==> config.mk <==
export PLATFORM = sky130hd
export DESIGN_NAME = clock_phase_monitor
export DESIGN_NICKNAME = d
export VERILOG_FILES = /design/src/rtl/clock_phase_monitor.sv
export SDC_FILE = /design/constraint.sdc
export NUM_CORES = 1
export LEC_CHECK = 0
export CORE_AREA = 2 2 78 99
export CTS_CLUSTER_SIZE = 28
export DETAILED_ROUTE_END_ITERATION = 10
export DIE_AREA = 0 0 80 101
export GPL_TIMING_DRIVEN = 0
export MAX_ROUTING_LAYER = met4
export PLACE_DENSITY = 0.64
export SETUP_SLACK_MARGIN = 0.1
export SLEW_MARGIN = 10
export SYNTH_ARGS = -nofsm -noshare
export SYNTH_HDL_FRONTEND = slang
export SYNTH_SLANG_ARGS = --single-unit
export TNS_END_PERCENT = 5
==> constraint.sdc <==
create_clock -name clk -period 2.9 [get_ports clk]
set_input_delay 0.58 -clock clk [delete_from_list [all_inputs] [get_ports clk]]
set_output_delay 0.58 -clock clk [all_outputs]
set_load 0.005 [all_outputs]
==> src/rtl/clock_phase_monitor.sv <==
// clock_phase_monitor
// Samples the four quadrature phase outputs of the clock phasing generator.
// Decodes the current quarter-phase and checks for forward rotation and a
// constant quarter length. Declares lock after LOCK_PERIODS clean periods.
// While locked, any fault raises a one-cycle err pulse, bumps a saturating
// error counter and drops back to IDLE.
module clock_phase_monitor #(
    parameter int CNT_W        = 8,
    parameter int LOCK_PERIODS = 2
) (
    input  logic             clk,
    input  logic             rst,
    input  logic             clk_0,
    input  logic             clk_90,
    input  logic             clk_180,
    input  logic             clk_270,
    output logic             locked,
    output logic [1:0]       phase_idx,
    output logic [CNT_W-1:0] quarter_len,
    output logic             err,
    output logic [7:0]       err_count
);

    localparam logic [CNT_W-1:0] DWELL_MAX    = '1;
    localparam int               MATCH_TARGET = 4 * LOCK_PERIODS;
    localparam int               MATCH_W      = $clog2(MATCH_TARGET + 1);

    typedef enum logic [1:0] {
        ST_IDLE    = 2'd0,
        ST_ACQUIRE = 2'd1,
        ST_LOCKED  = 2'd2
    } state_t;

    // Only the four legal quadrature patterns are valid.
    function automatic logic pat_valid(input logic [3:0] p);
        case (p)
            4'b1001, 4'b0011, 4'b0110, 4'b1100: return 1'b1;
            default:                            return 1'b0;
        endcase
    endfunction

    // Quarter index of a legal pattern; 0 for illegal ones (callers gate on pat_valid).
    function automatic logic [1:0] pat_idx(input logic [3:0] p);
        case (p)
            4'b1001: return 2'd0;
            4'b0011: return 2'd1;
            4'b0110: return 2'd2;
            4'b1100: return 2'd3;
            default: return 2'd0;
        endcase
    endfunction

    logic [3:0]         r_ph_q;
    logic [3:0]         r_ph_d;
    logic [CNT_W-1:0]   r_dwell;
    state_t             r_state;
    state_t             w_state_nxt;
    logic [CNT_W-1:0]   r_ref_len;
    logic               r_ref_set;
    logic [MATCH_W-1:0] r_match;
    logic [CNT_W-1:0]   r_quarter_len;
    logic [1:0]         r_phase_idx;
    logic               r_err;
    logic [7:0]         r_err_count;

    logic               w_change;
    logic               w_q_valid;
    logic               w_d_valid;
    logic [1:0]         w_idx_q;
    logic [1:0]         w_idx_d_next;
    logic               w_step_valid;
    logic               w_len_bad;
    logic               w_fault;

    logic               w_acq_start;
    logic               w_ref_capture;
    logic               w_match_inc;
    logic               w_lock_enter;
    logic               w_err_pulse;

    // Step and fault qualification; the dwell value seen at a change is the
    // length of the quarter that just completed.
    assign w_change     = (r_ph_q != r_ph_d);
    assign w_q_valid    = pat_valid(r_ph_q);
    assign w_d_valid    = pat_valid(r_ph_d);
    assign w_idx_q      = pat_idx(r_ph_q);
    assign w_idx_d_next = pat_idx(r_ph_d) + 2'd1;
    assign w_step_valid = w_change && w_q_valid && w_d_valid && (w_idx_q == w_idx_d_next);
    assign w_len_bad    = (r_state != ST_IDLE) && r_ref_set && w_change && (r_dwell != r_ref_len);
    assign w_fault      = !w_q_valid || (w_change && !w_step_valid) ||
                          (r_dwell == DWELL_MAX) || w_len_bad;

    // State register.
    always_ff @(posedge clk) begin
        if (rst) r_state <= ST_IDLE;
        else     r_state <= w_state_nxt;
    end

    // Next-state logic; faults take priority over completing lock.
    always_comb begin
        w_state_nxt   = r_state;
        w_acq_start   = 1'b0;
        w_ref_capture = 1'b0;
        w_match_inc   = 1'b0;
        w_lock_enter  = 1'b0;
        w_err_pulse   = 1'b0;
        case (r_state)
            ST_IDLE: begin
                if (w_step_valid) begin
                    w_state_nxt = ST_ACQUIRE;
                    w_acq_start = 1'b1;
                end
            end
            ST_ACQUIRE: begin
                if (w_fault) begin
                    w_state_nxt = ST_IDLE;
                end else if (w_step_valid) begin
                    if (!r_ref_set) begin
                        w_ref_capture = 1'b1;
                    end else begin
                        w_match_inc = 1'b1;
                        if (r_match == MATCH_W'(MATCH_TARGET - 1)) begin
                            w_state_nxt  = ST_LOCKED;
                            w_lock_enter = 1'b1;
                        end
                    end
                end
            end
            ST_LOCKED: begin
                if (w_fault) begin
                    w_state_nxt = ST_IDLE;
                    w_err_pulse = 1'b1;
                end
            end
            default: w_state_nxt = ST_IDLE;
        endcase
    end

    // Input sampling, dwell measurement and phase reporting.
    always_ff @(posedge clk) begin
        if (rst) begin
            r_ph_q      <= 4'b0000;
            r_ph_d      <= 4'b0000;
            r_dwell     <= '0;
            r_phase_idx <= 2'd0;
        end else begin
            r_ph_q <= {clk_270, clk_180, clk_90, clk_0};
            r_ph_d <= r_ph_q;
            if (w_change)
                r_dwell <= CNT_W'(1);
            else if (r_dwell != DWELL_MAX)
                r_dwell <= r_dwell + CNT_W'(1);
            if (w_q_valid)
                r_phase_idx <= w_idx_q;
        end
    end

    // Reference length, match counting and reported quarter length.
    always_ff @(posedge clk) begin
        if (rst) begin
            r_ref_len     <= '0;
            r_ref_set     <= 1'b0;
            r_match       <= '0;
            r_quarter_len <= '0;
        end else begin
            if (w_acq_start) begin
                r_ref_set <= 1'b0;
                r_match   <= '0;
            end
            if (w_ref_capture) begin
                r_ref_len <= r_dwell;
                r_ref_set <= 1'b1;
                r_match   <= MATCH_W'(1);
            end
            if (w_match_inc)
                r_match <= r_match + MATCH_W'(1);
            if (w_state_nxt == ST_IDLE) begin
                r_ref_set <= 1'b0;
                r_match   <= '0;
            end
            if (w_lock_enter)
                r_quarter_len <= r_ref_len;
        end
    end

    // Error pulse and saturating error counter.
    always_ff @(posedge clk) begin
        if (rst) begin
            r_err       <= 1'b0;
            r_err_count <= 8'd0;
        end else begin
            r_err <= w_err_pulse;
            if (w_err_pulse && (r_err_count != 8'hFF))
                r_err_count <= r_err_count + 8'd1;
        end
    end

    assign locked      = (r_state == ST_LOCKED);
    assign phase_idx   = r_phase_idx;
    assign quarter_len = r_quarter_len;
    assign err         = r_err;
    assign err_count   = r_err_count;

endmodule

Word level (Yosys, flattened, before mapping)

Index checks and enable logic that the tools add are counted.

Bits of input ports: 6
Output and inout bits: 20
Word-level logic and storage cells: 91
Flip-flop bits (word level): 50

Reduce and logical (&&, ||, !) cells: 23
Add/subtract/negate cells: 4
Mux-type cells: 35
Eq/ne operators: 17

Operator list:

| operator                                      | number |
|---|---|
| two-way mux 1 bit                             | 23 |
| case mux 2 bit (3 select lines)               | 3 |
| adder 8 x 1 -> 8 bit, second input constant   | 2 |
| == test 4 bit, second input constant          | 4 |
| != test 8 bit, second input constant          | 2 |
| == test 4 x 3 -> 1 bit, second input constant | 3 |
| two-way mux 2 bit                             | 6 |
| two-way mux 4 bit                             | 3 |
| == test 4 x 2 -> 1 bit, second input constant | 2 |
| == test 8 bit, second input constant          | 1 |
| logical AND 1 bit                             | 8 |
| != test 8 bit                                 | 1 |
| OR reduction 4 bit                            | 2 |
| nonzero test 2 bit                            | 3 |
| adder 4 x 1 -> 4 bit, second input constant   | 1 |
| zero test 2 bit                               | 2 |
| != test 4 bit                                 | 1 |
| OR reduction 2 bit                            | 2 |
| logical OR 1 bit                              | 3 |
| nonzero test 3 bit                            | 1 |
| adder 2 x 1 -> 2 bit, second input constant   | 1 |
| == test 2 x 1 -> 1 bit, second input constant | 1 |
| == test 2 bit                                 | 1 |
| == test 2 bit, second input constant          | 1 |
| zero test 1 bit                               | 2 |

Depth between registers and ports, before layout

Gate-level depths: netlist of run 1.

Depth in word-level cells: 15
Mapped depth: 10
Depth with buffers taken out: 8

Least setup slack after synthesis of run 1

Ideal clock, no wire load.

Path type: reg-to-reg
Start: register r_dwell[0]
End: register r_ref_len[7]
Data required time: 2.772 ns
Buffers on the path: 1
Clock period less this slack: 2.332 ns
Slack: 0.568 ns
Cell stages (with the launch flop): 10
Arrival time: 2.204 ns
Setup time: 0.128 ns
Cells stage by stage: dfxtp_1 ha_1 nand4_1 or2_2 clkbuf_1 nor2b_1 o21ai_0 nor3_4 mux2i_1 nor2_1

Word-level cells in the longest chain between the ends: 5
Elaborated cells on any way between the ends: 7
Those cells by class: eq/ne: 2; mux: 2; reduce/logical: 3

Ends and longest elaborated chain:

| element                                                      | RTL line | text |
|---|---|---|
| start, declared                                              | 55       | `logic [CNT_W-1:0] r_dwell;` |
| start signal, assigned                                       | 152      | `r_dwell <= r_dwell + CNT_W'(1);` |
| == test 8 bit / != test 8 bit (equally long branches)        | 91, 89   |  |
| logical OR 1 bit / logical AND 1 bit (equally long branches) | 90, 89   |  |
| logical OR 1 bit (*)                                         | 91       | `(r_dwell == DWELL_MAX) \|\| w_len_bad;` |
| two-way mux 1 bit (*)                                        | 115      | `if (w_fault) begin` |
| two-way mux 1 bit (*)                                        | 107      | `case (r_state)` |
| end signal, assigned                                         | 171      | `r_ref_len <= r_dwell;` |
| end, declared                                                | 58       | `logic [CNT_W-1:0] r_ref_len;` |

Mark *: on every way between the ends. The rest lies on a longest branch, timed or not.
A chain may end at the register's enable or synchronous reset.

Final worst setup path of run 1

Start: register r_ph_q[0]
End: register r_match[2]

Word-level cells in the longest chain between the ends: 15
Elaborated cells on any way between the ends: 38
Those cells by class: eq/ne: 6; mux: 17; reduce/logical: 15

Ends and longest elaborated chain:

| element                                                                     | RTL line | text |
|---|---|---|
| start, declared                                                             | 53       | `logic [3:0] r_ph_q;` |
| start signal, assigned                                                      | 147      | `r_ph_q <= {clk_270, clk_180, clk_90, clk_0};` |
| == test 4 bit, or another cell as far along                                 | 36, 44   |  |
| OR reduction 4 bit                                                          | 36       | `case (p)` |
| two-way mux 1 bit                                                           | 36       |  |
| logical AND 1 bit (3 in series)                                             | 88       | `assign w_step_valid = w_change && w_q_valid && w_d_valid && (w_idx_q == w_idx_d_next);` |
| zero test 1 bit                                                             | 90       | `assign w_fault = !w_q_valid \|\| (w_change && !w_step_valid) \|\|` |
| logical AND 1 bit                                                           | 90       |  |
| logical OR 1 bit (2 in series)                                              | 90       |  |
| logical OR 1 bit                                                            | 91       |  |
| two-way mux 2 bit, or another cell as far along                             | 130      | `if (w_fault) begin` |
| case mux 2 bit (3 select lines) / two-way mux 1 bit (equally long branches) | 107      |  |
| zero test 2 bit / two-way mux 4 bit (equally long branches)                 | 177, 170 |  |
| OR reduction 2 bit (no line) / two-way mux 4 bit (equally long branches)    | n/a      |  |
| end signal, assigned                                                        | 176      | `r_match <= r_match + MATCH_W'(1);` |
| end, declared                                                               | 60       | `logic [MATCH_W-1:0] r_match;` |

Several ways; a longest one is shown, not always the timed one.

==> impl_metrics.json, run 1 <==
{
  "drt.antenna.violating_nets": 0,
  "critical_path_class": "reg -> reg",
  "post_drt_wl_per_cell_um": 13.35,
  "overflow": 0,
  "syn_inst": 266,
  "finalSetupTns_ns": 0,
  "grt_max_degree": 16,
  "synth-async-reset-ratio": 0,
  "die_area_um2": 8080,
  "cp-start-kind": "flip-flop",
  "yosysTopAreaCell": "dfxtp_1",
  "power.density_nw_per_um2": 417.6,
  "relSlewSlack": 0.6049,
  "p_seq_frac": 0.582,
  "yosysWarnings": 0,
  "mostFrequentLayoutCells": "dfxtp_1, nor2_1, clkdlybuf4s50_1",
  "final_common_cell": "dfxtp_1",
  "worstPathArrival_ns": 2.83,
  "clk_latency_ns": 0.31,
  "die_y_um": 101,
  "initial_utilization": 0.3409,
  "synth-edff-count": 0,
  "p_sw_mw": 0.3086,
  "period_share": 0.8951,
  "path_buf_inv": 1,
  "crit_required_ns": 3.13,
  "finish.instance_area_um2": 2908,
  "synth-seq-cells": 50,
  "synth_flop_cell": "dfxtp_1",
  "maxCapViolCount": 0,
  "grt_usage": 0.1394,
  "rr_endpoint": "r_match[2]$_SDFFE_PP0P_",
  "placed_area_um2": 2814,
  "tritoncts": "done",
  "drtPass1Iterations": 4,
  "cts-htree-levels": 2,
  "reg2reg_slack_ns": 0.30,
  "avgSynthCellArea_um2": 9.205,
  "synth_top_area_frac": 0.4088,
  "yosys-top-cells-area": "dfxtp_1, mux2i_1, nor2_1, xnor2_1, xor2_1",
  "portBuffers": 25,
  "endpoint": "r_match[2]$_SDFFE_PP0P_",
  "clock-sinks": 50,
  "path_max_fanout": 8,
  "crit_cells": 8,
  "cts_buffers": 5,
  "cpLargestDelayFamily": "compound AO/OA/AOI/OAI gates",
  "reg2regPathDepth": 8,
  "wl_um": 5220,
  "yosysSeqAreaShare": 0.4088,
  "vias_per_cell": 5.051,
  "pre_cts_ws_ns": 0.1305,
  "hold_class": "reg -> reg",
  "rows": 35,
  "slowest_stage": "a2111oi_0",
  "final-hold-violation-count": 0,
  "drc_errors": 0,
  "drive_above_1_share": 0.08696,
  "fin_skew_ns": 0.007139,
  "grt_pass1_wl_um": 8749,
  "layout_setup_ws_ns": 0.3043,
  "p_leak_nw": 1.007,
  "cts.root.buffer_cell": "clkbuf_8",
  "path_clk_slew_ns": 0.09,
  "timing.rr.start": "r_ph_q[0]$_SDFF_PP0_",
  "critPathLaunch": "r_ph_q[0]$_SDFF_PP0_",
  "io_pins": 26,
  "setup_viol": 0,
  "gp_congestion": 0.8624,
  "nets": 308,
  "area_delta_synth_final_pct": 18.75,
  "drt_iter0_markers": 63,
  "vias": 1975,
  "slew_violations": 0,
  "peakVddDrop_v": 0.0002573,
  "combPwrFrac": 0.085,
  "core_area_um2": 7182,
  "endpoint_kind": "flip-flop",
  "critPathMaxStageDelay_ns": 0.43,
  "ys_types": 53,
  "path_cells": "buf_2 -> nand4bb_1 -> a211o_1 -> a211oi_2 -> nand2_1 -> a2111oi_0 -> o21bai_1 -> a31oi_1",
  "postCtsHoldBufs": 0,
  "hpwl_um": 3645,
  "grt_pass1_vias": 1906,
  "rsz0062_at_grt": "false",
  "status": "complete, no violations",
  "tightest_slew_ns": 0.5882,
  "cell_internal_pwr_mw": 0.9058,
  "fp.dieW_um": 80,
  "antenna_found_initial": 0,
  "switching_share": 0.2541,
  "timing.fmax_ghz": 0.3853,
  "power_frac_clock": 0.333,
  "syn-cell-area_um2": 2449,
  "cts_max_path_buffers": 2,
  "syn_nets": 275,
  "period_minus_slack_ns": 2.596,
  "antenna_cells": 0
}
-- cell type report --
cell class                 instances  area [um^2]
timing repair buffer              27        265.3
inverter                           8        30.03
clock buffer                       5        68.82
tap                               92        115.1
fill                             747         4274
sequential                        50         1001
buffer                            12        68.82
multi-input combinational        195         1345
clock inverter                     2        13.76
-- worst min-delay path by stage --
stage / slack, ns / start / endpoint / cells past startpoint
after floorplan: 0.47 / r_match[3]$_SDFFE_PP0P_ / r_match[3]$_SDFFE_PP0P_ / 2
after global placement: 0.48 / quarter_len[3]$_SDFFE_PP0P_ / quarter_len[3]$_SDFFE_PP0P_ / 2
after detailed placement: 0.48 / quarter_len[0]$_SDFFE_PP0P_ / quarter_len[0]$_SDFFE_PP0P_ / 2
after CTS: 0.51 / quarter_len[0]$_SDFFE_PP0P_ / quarter_len[0]$_SDFFE_PP0P_ / 2
after global routing: 0.54 / quarter_len[5]$_SDFFE_PP0P_ / quarter_len[5]$_SDFFE_PP0P_ / 2
final: 0.50 / quarter_len[0]$_SDFFE_PP0P_ / quarter_len[0]$_SDFFE_PP0P_ / 2
-- logic make-up after synthesis --
logic type	synth area share
buffers and inverters	0.04190
adder cells (fa/ha/maj)	0.01533
AO/OA/AOI/OAI	0.1354
XOR/XNOR	0.07461
multiplexers	0.07767
flip-flops	0.4088
AND/OR/NAND/NOR	0.2463
-- power by group through the flow --
stage	clock (mW)	combinational [mW]	sequential [mW]
5_1_grt	0.448	0.113	0.708
6_report	0.405	0.103	0.706
3_5_place_dp	0	0.103	0.722
3_3_place_gp	0	0.102	0.722
2_1_floorplan	0	0.0729	0.720
4_1_cts	0.420	0.104	0.707
-- cell usage after synthesis (3+ instances only) --
cell	number
nand2_1	8
inv_1	8
xor2_1	8
and3_1	6
nor2_1	45
nor2b_1	6
dfxtp_1	50
xnor2_1	11
a31oi_1	3
ha_1	3
buf_2	4
a21oi_1	9
nand4_1	4
mux2i_1	19
nor3_1	6
nand3_1	10
o21ai_0	11
o211ai_1	4
clkbuf_1	5
-- per-layer routing --
layer  routed length, um  part of all wire  track usage  vias up
li1                    -                 -            -     1006
met1                2435              0.47       0.1682      917
met2                2505              0.48       0.2340       45
met3                 205             0.039      0.02509        7
met4                  74             0.014      0.04563        0
met5                   0                 0            -        -
-- worst register-to-register path: stages, from the launching register on --
cell	delay [ns]
dfxtp_1	0.32
buf_2	0.20
nand4bb_1	0.17
a211o_1	0.33
a211oi_2	0.40
nand2_1	0.24
a2111oi_0	0.43
o21bai_1	0.25
a31oi_1	0.20
-- state kept, by name, summed over array words and instances, names as in the netlist --
| name | flops |
|---|---|
| err | 1 |
| err_count | 8 |
| phase_idx | 2 |
| quarter_len | 8 |
| r_dwell | 8 |
| r_match | 4 |
| r_ph_d | 4 |
| r_ph_q | 4 |
| r_ref_len | 8 |
| r_ref_set | 1 |
| r_state | 2 |
-- per-stage QoR --
stage | hold WS, ns | power [mW] | cells | util
after floorplan | 0.4662 | 0.7928 | 266 | -
after global placement | 0.4753 | 0.8241 | 383 | 0.3918
after detailed placement | 0.4804 | 0.8252 | 383 | 0.3918
after CTS | 0.5052 | 1.231 | 390 | 0.4033
after global routing | 0.5375 | 1.270 | 391 | 0.4049
final | 0.4965 | 1.214 | 391 | 0.4049
-- repair_timing --
action	4_1_cts	5_1_grt
endpoints found under the setup margin	2	17
gates resized for setup	0	1
pin swaps	1	1
setup buffers	0	2
Power figures use the tool's default switching activity.
==> run 2: changes to the inputs <==
- PLACE_DENSITY: 0.64 -> unset
- PLACE_DENSITY_LB_ADDON: unset -> 0.25
==> impl_metrics.json, run 2 (synthesis results as in run 1) <==
{
  "power.density_nw_per_um2": 417.9,
  "wl_met2_um": 2623,
  "p_leak_nw": 1.006,
  "portBuffers": 25,
  "vias_per_cell": 4.985,
  "slew_violations": 0,
  "cts.root.buffer_cell": "clkbuf_8",
  "crit_required_ns": 3.08,
  "finalSetupTns_ns": 0,
  "holdWs_ns": 0.4949,
  "gp_congestion": 0.7884,
  "overflow": 0,
  "rsz0062_at_grt": "false",
  "relSlewSlack": 0.5799,
  "hpwl_um": 3760,
  "grt_pass1_wl_um": 8549,
  "clock-sinks": 50,
  "peakVddDrop_v": 0.0002523,
  "mostFrequentLayoutCells": "dfxtp_1, nor2_1, clkdlybuf4s50_1",
  "wl_met3_um": 136,
  "cts_max_path_buffers": 2,
  "hold_class": "reg -> reg",
  "critical_path_class": "reg -> reg",
  "drt.antenna.violating_nets": 0,
  "layout.cells.non_filler": 390,
  "grt_max_degree": 16,
  "status": "complete, no violations",
  "worstPathArrival_ns": 2.72,
  "clk_latency_ns": 0.30,
  "timing.fmax_ghz": 0.3943,
  "fin_skew_ns": 0.005773,
  "drtPass1Iterations": 4,
  "vias": 1944,
  "grt_pass1_vias": 1859,
  "cts-htree-levels": 2,
  "dp_cells": 383,
  "tritoncts": "done",
  "reg2regPathDepth": 8,
  "final_common_cell": "dfxtp_1",
  "cp-start-kind": "flip-flop",
  "io_pins": 26,
  "wl_um": 5241,
  "wl_met1_um": 2435,
  "drt_iter0_markers": 59,
  "fin_util": 0.4059,
  "hold_depth": 2,
  "drc_errors": 0,
  "die_y_um": 101,
  "drive_above_1_share": 0.08725,
  "area_delta_synth_final_pct": 19.06,
  "postCtsHoldBufs": 0,
  "top_layer_used": "met4",
  "path_clk_slew_ns": 0.09,
  "antenna_cells": 0,
  "endpoint_kind": "flip-flop",
  "grt_usage": 0.1388,
  "initial_utilization": 0.3409,
  "path_max_fanout": 9,
  "antenna_found_initial": 0,
  "fp.dieW_um": 80,
  "post_drt_wl_per_cell_um": 13.44,
  "maxCapViolCount": 0,
  "tightest_slew_ns": 0.6255,
  "cts_buffers": 5,
  "period_minus_slack_ns": 2.536,
  "setup_viol": 0,
  "period_share": 0.8744,
  "core_area_um2": 7182,
  "die_area_um2": 8080,
  "nets": 307,
  "final-hold-violation-count": 0,
  "rows": 35
}
run 2: worst paths after layout:
kind,to,slack (ns),start
min,quarter_len[0]$_SDFFE_PP0P_,0.49,quarter_len[0]$_SDFFE_PP0P_
max reg2reg,quarter_len[6]$_SDFFE_PP0P_,0.36,r_ph_q[3]$_SDFF_PP0_
min reg2reg,quarter_len[0]$_SDFFE_PP0P_,0.49,quarter_len[0]$_SDFFE_PP0P_
max,quarter_len[6]$_SDFFE_PP0P_,0.36,r_ph_q[3]$_SDFF_PP0_
run 2: power by group:
| part | switching (mW) | leakage, nW | total [mW] | internal, mW |
|---|---|---|---|---|
| combinational | 0.0613 | 0.557 | 0.104 | 0.0427 |
| sequential | 0.00996 | 0.405 | 0.706 | 0.696 |
| clock | 0.241 | 0.0444 | 0.408 | 0.167 |
run 2: timing repair:
item,4_1_cts,5_1_grt
endpoints found under the hold margin,0,0
gates resized for setup,0,1
endpoints found under the setup margin,8,18
pin swaps,1,1
buffers inserted,0,1
run 2: final cells by class:
class                   count  area, um^2
multi-input cells         195        1348
clock buffers               5       68.82
clock inverters             2       13.76
plain buffers              12       68.82
repair buffers             26       270.3
well taps                  92       115.1
inverters                   8       30.03
flip-flops and latches     50        1001
fillers                   745        4267
run 2: worst max-delay path, stage by stage (launching register included):
cell and delay (ns):
dfxtp_1 0.32, buf_6 0.13, xor2_1 0.18, nor4_4 0.62
o21ai_0 0.39, nor3_1 0.26, buf_4 0.25, mux2i_1 0.21
nor2_1 0.05
run 2: per-layer routing:
layer | vias to the layer above | track usage
met4 | 0 | 0.04302
met2 | 27 | 0.2410
met1 | 909 | 0.1596
met5 | - | -
li1 | 1006 | -
met3 | 2 | 0.02778
run 2: through the flow:
| stage | setup WS [ns] | cell area [um^2] | power (mW) |
|---|---|---|---|
| floorplan | 0.5679 | 2449 | 0.7928 |
| global placement | 0.06970 | 2814 | 0.8246 |
| detailed placement | 0.09305 | 2814 | 0.8264 |
| CTS | 0.1040 | 2897 | 1.232 |
| global route | 0.1606 | 2915 | 1.272 |
| finish | 0.3642 | 2915 | 1.218 |
